`config.mk`:
```
export PLATFORM = sky130hd
export DESIGN_NAME = watch_time_set
export DESIGN_NICKNAME = d
export VERILOG_FILES = /design/src/rtl/watch_pkg.sv /design/src/rtl/bcd_wrap_counter.sv /design/src/rtl/watch_time_set.sv
export SDC_FILE = /design/constraint.sdc
export NUM_CORES = 1
export LEC_CHECK = 0
export BUFFER_PORTS_ARGS = -buffer_cell sky130_fd_sc_hd__clkbuf_2
export CAP_MARGIN = 20
export CORE_MARGIN = 10
export CORE_UTILIZATION = 39
export CTS_BUF_LIST = sky130_fd_sc_hd__clkbuf_8
export CTS_CLUSTER_SIZE = 20
export DETAILED_ROUTE_END_ITERATION = 8
export PLACE_DENSITY = 0.55
export SYNTH_ARGS = -nofsm -noshare
export SYNTH_HDL_FRONTEND = slang
export SYNTH_SLANG_ARGS = --single-unit
```
`constraint.sdc`:
```
create_clock -name clk -period 6.6 [get_ports clk]
set_input_delay 0.99 -clock clk [delete_from_list [all_inputs] [get_ports clk]]
set_output_delay 0.99 -clock clk [all_outputs]
set_load 0.005 [all_outputs]
```
`src/rtl/watch_pkg.sv`:
```
// Shared types and constants for the watch timekeeping block.
// Set-mode states, BCD field limits and default clocking.
package watch_pkg;

    typedef enum logic [1:0] {
        RUN      = 2'd0,
        SET_HOUR = 2'd1,
        SET_MIN  = 2'd2
    } set_state_t;

    localparam int unsigned SEC_MAX  = 59;
    localparam int unsigned MIN_MAX  = 59;
    localparam int unsigned HOUR_MAX = 23;

    localparam int unsigned DEF_IN_CLK_HZ   = 50_000_000;
    localparam int unsigned DEF_BLINK_HZ    = 2;
    localparam int unsigned DEF_AUTO_EXIT_S = 10;

    // Bits needed to hold 0..n-1 (at least one bit).
    function automatic int unsigned cnt_width(input int unsigned n);
        return (n < 2) ? 1 : $clog2(n);
    endfunction

endpackage

```
`src/rtl/bcd_wrap_counter.sv`:
```
// Two-digit BCD counter wrapping to 00 after MAX.
// carry pulses with the increment that performs the wrap.
module bcd_wrap_counter
    import watch_pkg::*;
#(
    parameter int unsigned MAX = SEC_MAX
) (
    input  logic       i_clk,
    input  logic       i_rst,
    input  logic       i_inc,
    input  logic       i_clr,
    output logic [3:0] o_tens,
    output logic [3:0] o_ones,
    output logic       o_carry
);

    localparam logic [3:0] TENS_MAX = 4'(MAX / 10);
    localparam logic [3:0] ONES_MAX = 4'(MAX % 10);

    logic [3:0] r_tens;
    logic [3:0] r_ones;
    logic       w_at_max;

    assign w_at_max = (r_tens == TENS_MAX) && (r_ones == ONES_MAX);
    assign o_carry  = i_inc && !i_clr && w_at_max;
    assign o_tens   = r_tens;
    assign o_ones   = r_ones;

    // Digit update: clear wins, then wrap at MAX, then decimal carry.
    always_ff @(posedge i_clk or posedge i_rst) begin
        if (i_rst) begin
            r_tens <= 4'd0;
            r_ones <= 4'd0;
        end else if (i_clr) begin
            r_tens <= 4'd0;
            r_ones <= 4'd0;
        end else if (i_inc) begin
            if (w_at_max) begin
                r_tens <= 4'd0;
                r_ones <= 4'd0;
            end else if (r_ones == 4'd9) begin
                r_tens <= r_tens + 4'd1;
                r_ones <= 4'd0;
            end else begin
                r_ones <= r_ones + 4'd1;
            end
        end
    end

endmodule

```
`src/rtl/watch_time_set.sv`:
```
// Watch timekeeping with HH:MM set mode driven by key events.
// Drives four BCD digits and a blink mask for the field being edited.
module watch_time_set
    import watch_pkg::*;
#(
    parameter int unsigned IN_CLK_HZ   = DEF_IN_CLK_HZ,
    parameter int unsigned BLINK_HZ    = DEF_BLINK_HZ,
    parameter int unsigned AUTO_EXIT_S = DEF_AUTO_EXIT_S
) (
    input  logic       clk,
    input  logic       rst,
    input  logic       key_first_1,
    input  logic       key_long_1,
    input  logic       key_first_2,
    input  logic       key_long_2,
    output logic [3:0] hex_0,
    output logic [3:0] hex_1,
    output logic [3:0] hex_2,
    output logic [3:0] hex_3,
    output logic [3:0] blank,
    output logic       edit_mode,
    output logic       sec_tick
);

    localparam int unsigned PW = cnt_width(IN_CLK_HZ);
    localparam logic [PW-1:0] PRESC_LAST = PW'(IN_CLK_HZ - 1);

    localparam int unsigned HALF_RAW = IN_CLK_HZ / (2 * BLINK_HZ);
    localparam int unsigned HALF = (HALF_RAW < 1) ? 1 : HALF_RAW;
    localparam int unsigned BW = cnt_width(HALF);
    localparam logic [BW-1:0] BLINK_LAST = BW'(HALF - 1);

    localparam int unsigned IW = cnt_width(AUTO_EXIT_S);
    localparam logic [IW-1:0] IDLE_LAST = IW'(AUTO_EXIT_S - 1);

    set_state_t    r_state;
    set_state_t    w_state_nxt;
    logic [PW-1:0] r_presc;
    logic          r_sec_tick;
    logic [BW-1:0] r_blink_cnt;
    logic          r_phase_on;
    logic [IW-1:0] r_idle;
    logic [3:0]    w_blank;

    logic w_wrap;
    logic w_edit;
    logic w_ev_long2;
    logic w_ev_first2;
    logic w_ev_first1;
    logic w_any_key;
    logic w_timeout;
    logic w_enter_edit;
    logic w_exit_edit;
    logic w_run_tick;
    logic w_inc_hour_key;
    logic w_inc_min_key;
    logic w_sec_carry;
    logic w_min_carry;
    logic w_min_inc;
    logic w_hour_inc;

    logic [3:0] w_unused_sec_tens;
    logic [3:0] w_unused_sec_ones;
    logic       w_unused_hour_carry;
    logic       w_unused_key_long_1;

    // Long press of key 1 has no function here.
    assign w_unused_key_long_1 = key_long_1;

    // Only the highest-priority event of a cycle is acted on.
    assign w_ev_long2  = key_long_2;
    assign w_ev_first2 = key_first_2 && !key_long_2;
    assign w_ev_first1 = key_first_1 && !key_first_2 && !key_long_2;
    assign w_any_key   = key_first_1 || key_first_2 || key_long_2;

    assign w_wrap = (r_presc == PRESC_LAST);
    assign w_edit = (r_state != RUN);

    assign w_timeout = w_edit && w_wrap && !w_any_key
                    && (r_idle == IDLE_LAST);

    // Next-state decode for the set-mode FSM.
    always_comb begin
        w_state_nxt = r_state;
        unique case (r_state)
            RUN: begin
                if (w_ev_long2) w_state_nxt = SET_HOUR;
            end
            SET_HOUR: begin
                if (w_ev_long2)       w_state_nxt = RUN;
                else if (w_ev_first2) w_state_nxt = SET_MIN;
                else if (w_timeout)   w_state_nxt = RUN;
            end
            SET_MIN: begin
                if (w_ev_long2 || w_ev_first2 || w_timeout)
                    w_state_nxt = RUN;
            end
            default: w_state_nxt = RUN;
        endcase
    end

    assign w_enter_edit = (w_state_nxt != RUN)
                       && (w_state_nxt != r_state);
    assign w_exit_edit  = w_edit && (w_state_nxt == RUN);

    assign w_run_tick     = (r_state == RUN) && w_wrap;
    assign w_inc_hour_key = (r_state == SET_HOUR) && w_ev_first1;
    assign w_inc_min_key  = (r_state == SET_MIN) && w_ev_first1;

    // Minute carries into the hour only while the clock is running.
    assign w_min_inc  = w_sec_carry || w_inc_min_key;
    assign w_hour_inc = ((r_state == RUN) && w_min_carry)
                     || w_inc_hour_key;

    // FSM state register.
    always_ff @(posedge clk or posedge rst) begin
        if (rst) r_state <= RUN;
        else     r_state <= w_state_nxt;
    end

    // Free-running 1 s prescaler and registered tick.
    always_ff @(posedge clk or posedge rst) begin
        if (rst) begin
            r_presc    <= '0;
            r_sec_tick <= 1'b0;
        end else begin
            r_presc    <= w_wrap ? '0 : r_presc + 1'b1;
            r_sec_tick <= w_wrap;
        end
    end

    // Blink phase: restart visible on entry and after each increment.
    always_ff @(posedge clk or posedge rst) begin
        if (rst) begin
            r_blink_cnt <= '0;
            r_phase_on  <= 1'b1;
        end else if (!w_edit || w_enter_edit
                     || w_inc_hour_key || w_inc_min_key) begin
            r_blink_cnt <= '0;
            r_phase_on  <= 1'b1;
        end else if (r_blink_cnt == BLINK_LAST) begin
            r_blink_cnt <= '0;
            r_phase_on  <= !r_phase_on;
        end else begin
            r_blink_cnt <= r_blink_cnt + 1'b1;
        end
    end

    // Idle seconds in an edit state; any key restarts the count.
    always_ff @(posedge clk or posedge rst) begin
        if (rst) begin
            r_idle <= '0;
        end else if (!w_edit || w_enter_edit
                     || w_any_key || w_timeout) begin
            r_idle <= '0;
        end else if (w_wrap) begin
            r_idle <= r_idle + 1'b1;
        end
    end

    // Blank the edited field during the off phase.
    always_comb begin
        w_blank = 4'b0000;
        if (!r_phase_on) begin
            if (r_state == SET_HOUR)     w_blank = 4'b1100;
            else if (r_state == SET_MIN) w_blank = 4'b0011;
        end
    end

    bcd_wrap_counter #(.MAX(SEC_MAX)) u_sec (
        .i_clk   (clk),
        .i_rst   (rst),
        .i_inc   (w_run_tick),
        .i_clr   (w_exit_edit),
        .o_tens  (w_unused_sec_tens),
        .o_ones  (w_unused_sec_ones),
        .o_carry (w_sec_carry)
    );

    bcd_wrap_counter #(.MAX(MIN_MAX)) u_min (
        .i_clk   (clk),
        .i_rst   (rst),
        .i_inc   (w_min_inc),
        .i_clr   (1'b0),
        .o_tens  (hex_1),
        .o_ones  (hex_0),
        .o_carry (w_min_carry)
    );

    bcd_wrap_counter #(.MAX(HOUR_MAX)) u_hour (
        .i_clk   (clk),
        .i_rst   (rst),
        .i_inc   (w_hour_inc),
        .i_clr   (1'b0),
        .o_tens  (hex_3),
        .o_ones  (hex_2),
        .o_carry (w_unused_hour_carry)
    );

    assign blank     = w_blank;
    assign edit_mode = w_edit;
    assign sec_tick  = r_sec_tick;

endmodule
```
==> flow_metrics.tcl <==
set metrics [dict create \
    run_status "completed" \
    timing.critical_path.to "u_min.o_tens[3]" \
    cp_max_fo 11 \
    io_pins 28 \
    num_antenna_cells 0 \
    die_boundary_width_um 124.9 \
    internal_power_mw 0.8036 \
    synth_cell_types 53 \
    regToRegSetupSlack_ns 4.03 \
    worstHoldPathType "flop to flop" \
    reg2reg_to "u_min.o_tens[3]" \
    fillerInstances 1049 \
    routed_via_density 5.151 \
    detail_route.first_pass.iterations 4 \
    asyncSetResetFlopFracSynth 1.000 \
    rsz0062_at_grt "no" \
    sw_frac_of_total 0.2478 \
    grt_pass1_vias 3147 \
    number_of_vias_in_the_routed_layout 3168 \
    critical_path_class "flop to flop" \
    clkPwrFrac 0.406 \
    cts_tree "built" \
    cts-resized-gates 0 \
    finalHoldViolations 0 \
    fp.coreArea_um2 10790 \
    sequential_cell_area_um2 2053 \
    totalNegativeSetupSlack_ns 0 \
    clk_root_buffer_cell "clkbuf_8" \
    ff2ff_path_depth 7 \
    htree_num_levels 3 \
    cts.reportedPaths.clkPinSlew_ns 0.08 \
    final_net_count 492 \
    element_type_at_the_critical_path_end "flop" \
    slew-limit-headroom 0.4433 \
    grt_use_total 0.1132 \
    arrival_ns 2.87 \
    grt_first_pass_wirelength_mm 14.97 \
    detail-route-antenna-nets 0 \
    globalRouteOverflowTotal 0 \
    die_area_um2 15600 \
    power_density_nw_per_um2 221.8 \
    slew_viol_final 0 \
    worst_setup_path_startpoint "r_presc[0]" \
    detailedPlacementHpwl_mm 5.748 \
    max_root_sink_buffers 2 \
    antenna_found_initial 0 \
    worstSkewPairLatency_ns 0.36 \
    finClkSkew_ns 0.009089 \
    start_kind "flop" \
    clock_tree_sinks 82 \
    pwr-share-seq 0.504 \
    ir_worst_vdd_mv 0.1313 \
    post-route-min-period_ns 2.575 \
    cts-hold-fix-buffers 0 \
    initial_utilization 0.3976 \
    multi_input_area_um2 2125 \
    floorplan.die.height_um 124.9 \
    synth_flop_cell "dfrtp_1" \
    route.detailed.wl_per_inst_um 13.61 \
    power.switching_mw 0.2647 \
    syn_inst 441 \
    numCtsBuffers 9 \
    finish.cell_count_without_fillers 615 \
    report.power.total_mw 1.068 \
    number_of_drc_violations_after_detailed_routing 0 \
    total_leakage_power_nw 2.107 \
    port_buffers 26 \
    syn-num-nets 463 \
    placed_cells 598 \
    synth_edf_count 0 \
    synthesis.yosys.warnings 0 \
    fin_hold_ws_ns 0.4786 \
    final_layout_size_suffix_gt1_frac 0.1242 \
    gp_routability_congestion 0.7458 \
    achievable-frequency_mhz 388.4 \
    synth-seq-cells 82 \
    syn_avg_cell_area_um2 9.732 \
    synth_sequential_area_ratio 0.4784 \
    syn-cell-area_um2 4292 \
    comb_power_share 0.090 \
    post-cts-setup-buffer-count 0 \
    area.growth.synth_to_final_pct 12.24 \
    required_ns 6.90 \
    setup-violations-final 0 \
    grt_max_degree 83 \
    drt_first_iter_violations 114 \
    rows 38 \
    r2r_path_start "r_presc[0]" \
    detail_route.wirelength_mm 8.370 \
    maxCapViolCount 0 \
    min_period_over_period 0.3901 \
    worst_slew_pin_slew_ns 0.8275 \
]
[cell type report]
type | count | share of cell area
multi-input combinational | 332 | 0.4410
sequential | 82 | 0.4262
tap | 140 | 0.03636
timing repair buffer | 28 | 0.03429
clock buffer | 9 | 0.02571
clock inverter | 7 | 0.02286
inverter | 17 | 0.01351
[kinds of logic after synthesis]
| kind of cell | after synthesis | synth area share |
|---|---|---|
| AO/OA/AOI/OAI | 47 | 0.07114 |
| XOR/XNOR | 50 | 0.1020 |
| adder cells (fa/ha/maj) | 16 | 0.04665 |
| buffers and inverters | 27 | 0.02653 |
| flip-flops | 82 | 0.4784 |
| multiplexers | 8 | 0.01982 |
| AND/OR/NAND/NOR | 211 | 0.2554 |
[power by group through the flow]
stage / combinational (mW) / clock (mW) / sequential, mW
2_1_floorplan: 0.0651 / 0 / 0.544
3_3_place_gp: 0.0945 / 0 / 0.548
3_5_place_dp: 0.0982 / 0 / 0.549
4_1_cts: 0.0985 / 0.449 / 0.539
5_1_grt: 0.113 / 0.472 / 0.543
6_report: 0.0962 / 0.434 / 0.538
[layout by cell type (no fill, tap or decap), types with 6 or more instances in the layout]
cell      instances
ha_1             16
xnor2_1          19
inv_1            17
o31ai_1           6
a21oi_1          13
clkbuf_8          9
nor3_1           10
o21ai_0          14
nand3_1          20
xor2_1           31
nand2_1          38
and3_1           10
clkbuf_2         26
nor2_1           70
nand4_1          17
dfrtp_1          81
or3_1             6
[layer usage]
layer,part of all wire,global-route usage,up-vias
li1,-,-,1585
met1,0.48,0.1418,1533
met2,0.47,0.1821,40
met3,0.038,0.02681,10
met4,0.018,0.04946,0
met5,0,0,-
[flip-flops by register name, summed over array words and instances (netlist names)]
register / count
r_phase_on: 1
r_presc: 26
u_hour.o_tens: 4
u_min.o_ones: 4
r_blink_cnt: 24
u_sec.o_ones: 4
r_idle: 4
sec_tick: 1
u_hour.o_ones: 4
u_min.o_tens: 4
r_state: 2
u_sec.o_tens: 4
[worst min path at each step]
| stage | startpoint | endpoint | slack (ns) | cells after the start |
|---|---|---|---|---|
| finish | r_blink_cnt[0] | r_blink_cnt[0] | 0.48 | 1 |
| global route | r_blink_cnt[0] | r_blink_cnt[0] | 0.50 | 1 |
| CTS | r_blink_cnt[0] | r_blink_cnt[0] | 0.49 | 1 |
| detailed placement | r_blink_cnt[0] | r_blink_cnt[0] | 0.47 | 1 |
| global placement | r_blink_cnt[0] | r_blink_cnt[0] | 0.47 | 1 |
| floorplan | r_presc[0] | r_presc[0] | 0.45 | 1 |
[synth_stat cells (10+ instances only)]
library cell / number / share of area
dfrtp_1: 81 / 0.47
nor2_1: 70 / 0.061
nand2_1: 38 / 0.033
xor2_1: 31 / 0.063
nand3_1: 20 / 0.023
xnor2_1: 19 / 0.039
nand4_1: 17 / 0.025
ha_1: 16 / 0.047
inv_1: 16 / 0.014
o21ai_0: 14 / 0.016
a21oi_1: 13 / 0.015
and3_1: 10 / 0.015
nor3_1: 10 / 0.012
[critical path, stage by stage, from the launching register on]
cell	delay (ns)
dfrtp_1	0.39
ha_1	0.24
nand3_2	0.16
nor4_4	0.32
nand2_1	0.36
o31a_1	0.48
or4_1	0.49
nand2_1	0.08
[metrics by stage]
stage                     cell area, µm²  setup slack, ns    util
after global placement              4556            4.054  0.4221
after floorplan                     4292            3.503       -
final                               4817            4.025  0.4463
after CTS                           4790            4.018  0.4438
after detailed placement            4556            4.029  0.4221
after global routing                4817            3.789  0.4463
No activity file was read; power rests on OpenSTA's default activity.
